## src/rtl/fifo_rr_sched.sv

```systemverilog
// Two-channel round-robin read scheduler: drains two show-ahead FIFOs onto one output stream.
// Each channel becomes eligible through a hysteresis watermark; grants are bursts of up to blen.
module fifo_rr_sched #(
  parameter int unsigned DW = 8,
  parameter int unsigned AW = 8
) (
  input  logic          clk,
  input  logic          rst_n,
  input  logic [AW-1:0] cfg_thd_lo_i,
  input  logic [AW-1:0] cfg_thd_hi_i,
  input  logic [7:0]    cfg_burst_i,
  input  logic [AW-1:0] usedw0_i,
  input  logic [AW-1:0] usedw1_i,
  input  logic          empty0_i,
  input  logic          empty1_i,
  input  logic [DW-1:0] q0_i,
  input  logic [DW-1:0] q1_i,
  output logic          rdreq0_o,
  output logic          rdreq1_o,
  output logic [DW-1:0] dout_o,
  output logic          dout_vld_o,
  output logic          dout_ch_o
);

  typedef enum logic {StIdle, StBurst} state_e;

  state_e        state_q;
  logic          gnt_q;
  logic          rr_q;
  logic [8:0]    cnt_q;
  logic [7:0]    blen_q;
  logic [1:0]    rdy_q, rdy_d;
  logic [DW-1:0] dout_q;
  logic          dout_vld_q;
  logic          dout_ch_q;

  logic          empty_gnt;
  logic [DW-1:0] q_gnt;
  logic          pop;
  logic          last;
  logic          gnt_ch;
  logic [7:0]    blen_nxt;

  // Set wins over clear, so inverted thresholds still behave deterministically.
  always_comb begin
    rdy_d = rdy_q;
    if (usedw0_i > cfg_thd_hi_i) begin
      rdy_d[0] = 1'b1;
    end else if (usedw0_i < cfg_thd_lo_i) begin
      rdy_d[0] = 1'b0;
    end
    if (usedw1_i > cfg_thd_hi_i) begin
      rdy_d[1] = 1'b1;
    end else if (usedw1_i < cfg_thd_lo_i) begin
      rdy_d[1] = 1'b0;
    end
  end

  always_comb begin
    empty_gnt = gnt_q ? empty1_i : empty0_i;
    q_gnt     = gnt_q ? q1_i : q0_i;
    pop       = (state_q == StBurst) && !empty_gnt;
    rdreq0_o  = pop && !gnt_q;
    rdreq1_o  = pop && gnt_q;
    last      = (cnt_q == ({1'b0, blen_q} - 9'd1));
    gnt_ch    = (rdy_q == 2'b11) ? rr_q : rdy_q[1];
    blen_nxt  = (cfg_burst_i == 8'd0) ? 8'd1 : cfg_burst_i;
  end

  always_ff @(posedge clk or negedge rst_n) begin
    if (!rst_n) begin
      state_q    <= StIdle;
      gnt_q      <= 1'b0;
      rr_q       <= 1'b0;
      cnt_q      <= '0;
      blen_q     <= 8'd1;
      rdy_q      <= 2'b00;
      dout_q     <= '0;
      dout_vld_q <= 1'b0;
      dout_ch_q  <= 1'b0;
    end else begin
      rdy_q      <= rdy_d;
      dout_vld_q <= pop;
      if (pop) begin
        dout_q    <= q_gnt;
        dout_ch_q <= gnt_q;
      end
      unique case (state_q)
        StIdle: begin
          if (|rdy_q) begin
            gnt_q   <= gnt_ch;
            cnt_q   <= '0;
            blen_q  <= blen_nxt;
            state_q <= StBurst;
          end
        end
        StBurst: begin
          // Burst ends on count or on empty; eligibility dropping does not stop it.
          if (empty_gnt || last) begin
            state_q <= StIdle;
            rr_q    <= ~gnt_q;
          end else begin
            cnt_q <= cnt_q + 9'd1;
          end
        end
        default: state_q <= StIdle;
      endcase
    end
  end

  assign dout_o     = dout_q;
  assign dout_vld_o = dout_vld_q;
  assign dout_ch_o  = dout_ch_q;

endmodule

```

## config.mk

```make
export PLATFORM = sky130hd
export DESIGN_NAME = fifo_rr_sched
export DESIGN_NICKNAME = d
export VERILOG_FILES = /design/src/rtl/fifo_rr_sched.sv
export SDC_FILE = /design/constraint.sdc
export NUM_CORES = 1
export LEC_CHECK = 0
export ABC_AREA = 1
export BUFFER_PORTS_ARGS = -buffer_cell sky130_fd_sc_hd__buf_2
export CORE_ASPECT_RATIO = 1.2
export CORE_UTILIZATION = 45
export DETAILED_ROUTE_END_ITERATION = 8
export PLACE_DENSITY = 0.71
export SLEW_MARGIN = 40
export SYNTH_ARGS = -nofsm -noshare
export SYNTH_HDL_FRONTEND = slang
export SYNTH_SLANG_ARGS = --single-unit
```

## constraint.sdc

```tcl
create_clock -name clk -period 5.3 [get_ports clk]
set_clock_uncertainty 0.05 [all_clocks]
set_input_delay 0 -clock clk [delete_from_list [all_inputs] [get_ports clk]]
set_output_delay 0 -clock clk [all_outputs]
set_load 0.03 [all_outputs]
```

==> results of run 1 <==
==> per-layer routing <==
layer / share of wire (%) / up-vias / global-route usage (%)
li1: - / 1318 / -
met4: 2.1 / 0 / 9.273
met5: 0 / - / 0
met2: 54 / 46 / 42.08
met1: 42 / 1151 / 23.46
met3: 2.2 / 12 / 3.986
==> per-stage QoR <==
stage	cell area (um^2)	setup slack, ns	power (mW)	hold slack (ns)
after detailed placement	2949	3.147	1.068	0.04587
after floorplan	2522	3.360	0.8959	-0.3456
after global routing	3334	2.708	1.459	0.08859
after global placement	2942	3.207	1.047	0.03385
after CTS	3307	2.907	1.345	0.07224
final	3334	2.837	1.345	0.07769
==> cells by family (layout without fill, tap and decap cells) <==
family	after synthesis	count (layout)
AOI/OAI and AO/OA	46	46
muxes	1	1
DFF	32	32
xor gates and xnor gates	9	9
and+or+nand+nor	165	165
adders and majority gates	32	32
buffers and inverters	59	161
==> area by class of cell <==
cell class	count	area, um^2	share of cell area (%)
tap	62	77.57	2.326
multi-input combinational	253	1504	45.10
sequential	32	802.0	24.05
timing repair buffer	97	633.1	18.99
inverter	56	210.2	6.304
clock buffer	6	72.57	2.176
clock inverter	2	35.03	1.051
==> placed cells by master (no fill, tap or decap), types with 2 or more instances in the layout <==
master,instances
a22oi_1,8
xnor2_1,2
nor2_2,2
nand3_1,30
inv_1,54
nor2_4,4
o41ai_1,2
dfrtp_1,31
o21ai_0,16
clkbuf_8,5
buf_2,71
nor3_1,2
o21ai_1,2
xor2_1,7
nor4_1,2
nor2_1,24
a21oi_1,15
nand2_4,2
a221oi_1,2
nand2_1,92
dlygate4sd3_1,25
ha_1,32
nand4_1,3
==> worst max path at each step <==
stage	depth (start not counted)	slack, ns	startpoint	endpoint
floorplan	14	3.36	blen_q[0]	cnt_q[2]
global placement	14	3.21	blen_q[0]	cnt_q[8]
detailed placement	14	3.15	blen_q[0]	cnt_q[2]
CTS	7	2.91	state_q	dout_o[3]
global route	7	2.71	state_q	dout_o[2]
finish	7	2.84	state_q	dout_o[2]
==> power groups by stage <==
stage / Sequential (mW) / Clock (mW) / Combinational, mW
2_1_floorplan: 0.482 / 0 / 0.413
3_3_place_gp: 0.425 / 0 / 0.622
3_5_place_dp: 0.428 / 0 / 0.640
4_1_cts: 0.425 / 0.235 / 0.686
5_1_grt: 0.436 / 0.247 / 0.777
6_report: 0.424 / 0.229 / 0.692
==> sequential cells by signal, summed over array words and instances (netlist names) <==
| signal | cells |
|---|---|
| blen_q | 8 |
| gnt_q | 1 |
| dout_ch_o | 1 |
| rr_q | 1 |
| dout_vld_o | 1 |
| cnt_q | 9 |
| state_q | 1 |
| dout_o | 8 |
| rdy_q | 2 |
==> what timing repair did <==
item | CTS | global route
hold buffers | 25 | 0
resized for setup | 0 | 0
hold endpoints to repair | 47 | 0
==> impl_metrics.ini, run 1 <==
[drt]
drc = 0
drt_iter0_drc = 116
post_drt_via_cell_ratio = 4.974
routed_wl_um = 6053
wl_per_cell_um = 11.92
dr.pass1.iters = 4
drt.antenna.violating_nets = 0
num_vias = 2527

[setup_path]
reg2reg_from = state_q
cp-start-kind = flip-flop
critPathMaxStageDelay_ns = 0.59
required_ns = 5.48
crit_fanout = 12
cp_cell_sequence = clkinv_1 -> nor2_2 -> inv_2 -> nor2_4 -> a22oi_1 -> dlygate4sd3_1 -> nand2_1
endpoint_kind = flip-flop
timing.rr.end = dout_o[2]
r2r_slack_ns = 2.84
cp_num_buf_inv = 3
worstRegToRegCells = 7
cp.arrival_ns = 2.64
worst_path_dominant_cell_family = buffers and inverters
cpMaxStageDelayCell = dlygate4sd3_1
crit_type = flip-flop to flip-flop

[pwr]
p_int_mw = 0.7305
worst_ir_drop_vdd_v = 0.0003016
leakagePower_nw = 1.823
p_switching_mw = 0.6148
clockPowerShare_pct = 17.0
pwr-share-seq_pct = 31.5
pwr-share-comb_pct = 51.5
p_sw_share_pct = 45.70
powerDensity_nw_per_um2 = 403.5

[global_routing]
grt_pass1_wl_um = 10520
grt_pass1_vias = 2621
grtUsageTotal_pct = 22.21
antenna_found_initial = 0
overflow = 0
grt_max_degree = 33

[floorplan]
die_w_um = 70.35
fp-row-count = 29
io_pins = 72
core_um2 = 5334
start_util_pct = 47.29
die_area_um2 = 5910
die_h_um = 84.02

[cts]
cts_htree_levels = 2
root_buffer = clkbuf_8
cts_buffer_depth = 2
cts_made_buffers = 5
insertion_delay_ns = 0.29
cts_tree = done
postCtsSetupRepairBufs = 0
cts_sinks = 32
clk_pin_slew_ns = 0.07

[sta]
fmax_mhz = 406.1
finalSetupTns_ns = 0
rsz0062_at_grt = no
hold_viol = 0
period_minus_slack_ns = 2.463
setup_viol = 0
finalCritPeriodShare_pct = 46.46
worstMarginPinSlew_ns = 0.6570
drv_slew = 0
slew_headroom_pct = 56.03

[run_status]
status = complete, no violations

[yosys]
ys_seq_area_share_pct = 31.80
synthTopCellsByCount = nand2_1, inv_1, ha_1, dfrtp_1, nand3_1
synth-xor-area-share_pct = 3.125
synth_area_leaders = dfrtp_1, ha_1, nand2_1
synth-edff-count = 0
synth_area_um2 = 2522
muxShareOfSynthArea_pct = 0.4464
synth-compound-area-share_pct = 10.66
synth.most_common_cell = nand2_1
avgSynthCellArea_um2 = 7.333
ys_ff_latch = 32
ys.flop_type = dfrtp_1
synth_top_cell_by_area = dfrtp_1
synth.distinct_cells = 31
syn_nets = 436
synth_top_area_share_pct = 30.75
synthAdderAreaFrac_pct = 15.87
yosys_warnings = 0
syn_inst = 344
synth_top_family_by_area = simple AND/OR/NAND/NOR gates
synthSimpleGateAreaFrac_pct = 29.22
synth-async-reset-ratio_pct = 100.0

[flow_run]
cap_violations = 0

[cells_and_area]
drive_gt1_share_pct = 20.85
fill_cells = 472
utilization_pct = 62.51
area_growth_syn_to_layout_pct = 32.19
diodes = 0
fin_cells = 508
final_nets = 537

[placement]
dp.final_hpwl_um = 4563
gp_congestion = 0.8082
dpl.cell_count = 474
port_buffers = 71

[min_path]
hold_class = primary input to async pin
Note: power is estimated with default switching activity, not from simulation.
==> run 2: changes to the inputs <==
--- a/config.mk
+++ b/config.mk
@@ -10,7 +10,7 @@
 export CORE_ASPECT_RATIO = 1.2
 export CORE_UTILIZATION = 45
 export DETAILED_ROUTE_END_ITERATION = 8
-export PLACE_DENSITY = 0.71
+export PLACE_DENSITY = 0.73
 export SLEW_MARGIN = 40
 export SYNTH_ARGS = -nofsm -noshare
 export SYNTH_HDL_FRONTEND = slang
==> constraint.sdc (replaced) <==
create_clock -name clk -period 2.1 [get_ports clk]
set_clock_uncertainty 0.05 [all_clocks]
set_input_delay 0 -clock clk [delete_from_list [all_inputs] [get_ports clk]]
set_output_delay 0 -clock clk [all_outputs]
set_load 0.03 [all_outputs]
==> run 2 against run 1 <==
Die area unchanged. Non-clock buffer count increased by 7. Largest power group unchanged. Highest routed layer unchanged. Final cell count increased by 1.6%. Hold slack improved by 0.069 ns. Fmax increased by 21%. Combinational power increased to 2.7 times the previous value. Register-to-register slack got worse by 2.8 ns. Critical endpoint is now cnt_q[6]. Count of clock-buffer cells in the layout unchanged. Largest cell class unchanged. Cell area increased by 2.4%.
==> impl_metrics.ini, run 2 (synthesized netlist as in run 1, its figures left out) <==
[run_status]
status = complete, no violations

[drt]
drc = 0
num_vias = 2635
drt_iter0_drc = 98
dr.pass1.iters = 4
routed_wl_um = 6302
drt.antenna.violating_nets = 0
wl_per_cell_um = 12.21
post_drt_via_cell_ratio = 5.107

[floorplan]
io_pins = 72
core_um2 = 5334
fp-row-count = 29
die_w_um = 70.35
die_h_um = 84.02
start_util_pct = 47.29
die_area_um2 = 5910

[pwr]
p_sw_share_pct = 45.94
clockPowerShare_pct = 16.8
pwr-share-seq_pct = 30.4
powerDensity_nw_per_um2 = 1027
p_int_mw = 1.894
pwr-share-comb_pct = 52.8
p_switching_mw = 1.610
leakagePower_nw = 1.868
worst_ir_drop_vdd_v = 0.0007049

[cts]
root_buffer = clkbuf_8
cts_htree_levels = 2
cts_tree = done
clk_pin_slew_ns = 0.07
cts_sinks = 32
insertion_delay_ns = 0.29
cts_buffer_depth = 2
cts_made_buffers = 5

[placement]
placed_area_um2 = 2972
gp_congestion = 0.8142
port_buffers = 71
dp.final_hpwl_um = 4607

[setup_path]
critPathMaxStageDelay_ns = 0.53
cp_cell_sequence = inv_2 -> ha_4 -> xor2_1 -> nand2_1 -> nor2_1 -> nand3_1 -> nor2_2 -> nand3_4 -> nand2_4 -> nand2_8 -> nand2_2 -> nand2_2
required_ns = 2.23
cp.arrival_ns = 2.17
crit_fanout = 8
endpoint_kind = flip-flop
cpMaxStageDelayCell = dfstp_2
worstRegToRegCells = 12
cp_common_cell = nand2_2
cp-start-kind = flip-flop
crit_type = flip-flop to flip-flop

[global_routing]
antenna_found_initial = 0
grt_pass1_vias = 2668
grtUsageTotal_pct = 22.67
grt_max_degree = 33
grt_pass1_wl_um = 10810
overflow = 0

[sta]
rsz0062_at_grt = yes
finalCritPeriodShare_pct = 96.88
worstMarginPinSlew_ns = 0.8875
drv_slew = 0
slew_headroom_pct = 40.83
period_minus_slack_ns = 2.034
fmax_mhz = 491.5
finalSetupTns_ns = 0
setup_viol = 0
hold_viol = 0

[cells_and_area]
layout_common_cells = nand2_1, buf_2, inv_1, ha_1, dfrtp_1
largest_reg_flops = 9
fill_cells = 464
drive_gt1_share_pct = 23.79
stdcell_area_um2 = 3413
area_growth_syn_to_layout_pct = 35.32
utilization_pct = 63.99
layout_commonest_cell = nand2_1
final_nets = 545
largest_register = cnt_q
diodes = 0

[min_path]
hold_class = primary input to flip-flop
whs_path_depth = 6

[flow_run]
cap_violations = 0
run 2: cell types whose count changed in the layout (fill, tap and decap cells not counted), sizes merged:
| cell | change |
|---|---|
| buf | +7 |
| nand2 | +1 |
run 2: per-stage QoR:
step           hold slack, ns  instances  worst slack (ns)  total power, mW
2_1_floorplan         -0.3456        344            0.1602            2.261
3_3_place_gp          0.03561        478            0.1083            2.701
3_5_place_dp          0.04662        478           0.04639            2.739
4_1_cts                0.1469        511           0.03195            3.373
5_1_grt                0.2257        516          -0.08394            3.789
6_report               0.1465        516           0.06561            3.504
run 2: final cells by class:
cell class / count / area, um^2 / area share [%]
Tap cell: 62 / 77.57 / 2.273
Clock inverter: 2 / 35.03 / 1.026
Sequential cell: 32 / 802.0 / 23.50
Clock buffer: 6 / 72.57 / 2.126
Timing Repair Buffer: 104 / 669.4 / 19.61
Multi-Input combinational cell: 254 / 1546 / 45.31
Inverter: 56 / 210.2 / 6.158
run 2: critical path, delay by kind of cell (launching register included):
family	cells	cell delay, ns
xor+xnor	1	0.14
buf+inv	1	0.05
flops	1	0.53
fa+ha+maj	1	0.25
simple gates	9	0.90
run 2: per-layer routing:
| layer | vias up | wire length [um] | track usage, % |
|---|---|---|---|
| met1 | 1213 | 2534 | 23.86 |
| met3 | 27 | 177 | 3.865 |
| li1 | 1335 | - | - |
| met4 | 0 | 263 | 10.91 |
| met2 | 60 | 3327 | 42.51 |
| met5 | - | 0 | 0 |
run 2: final timing paths:
| kind | from | to | slack, ns |
|---|---|---|---|
| worst max-delay path | blen_q[0] | cnt_q[6] | 0.07 |
| worst min-delay path | usedw0_i[7] | rdy_q[0] | 0.15 |
| worst max register to register | blen_q[0] | cnt_q[6] | 0.07 |
| worst min register to register | rr_q | rr_q | 0.42 |
| max in group asynchronous | rst_n | cnt_q[1] | 1.30 |
| min in group asynchronous | rst_n | cnt_q[3] | 0.25 |
run 2: timing repair:
item / CTS / global route
endpoints found under the setup margin: 0 / 10
resized for setup: 0 / 11
hold buffers: 25 / 0
setup buffers: 0 / 4
endpoints found under the hold margin: 47 / 0
run 2: power by group through the flow:
stage               Combinational (mW)  Clock, mW  Sequential (mW)
global route                      2.07      0.625             1.10
detailed placement                1.67          0             1.07
finish                            1.85      0.588             1.07
global placement                  1.63          0             1.07
floorplan                         1.04          0             1.22
CTS                               1.71      0.600             1.06
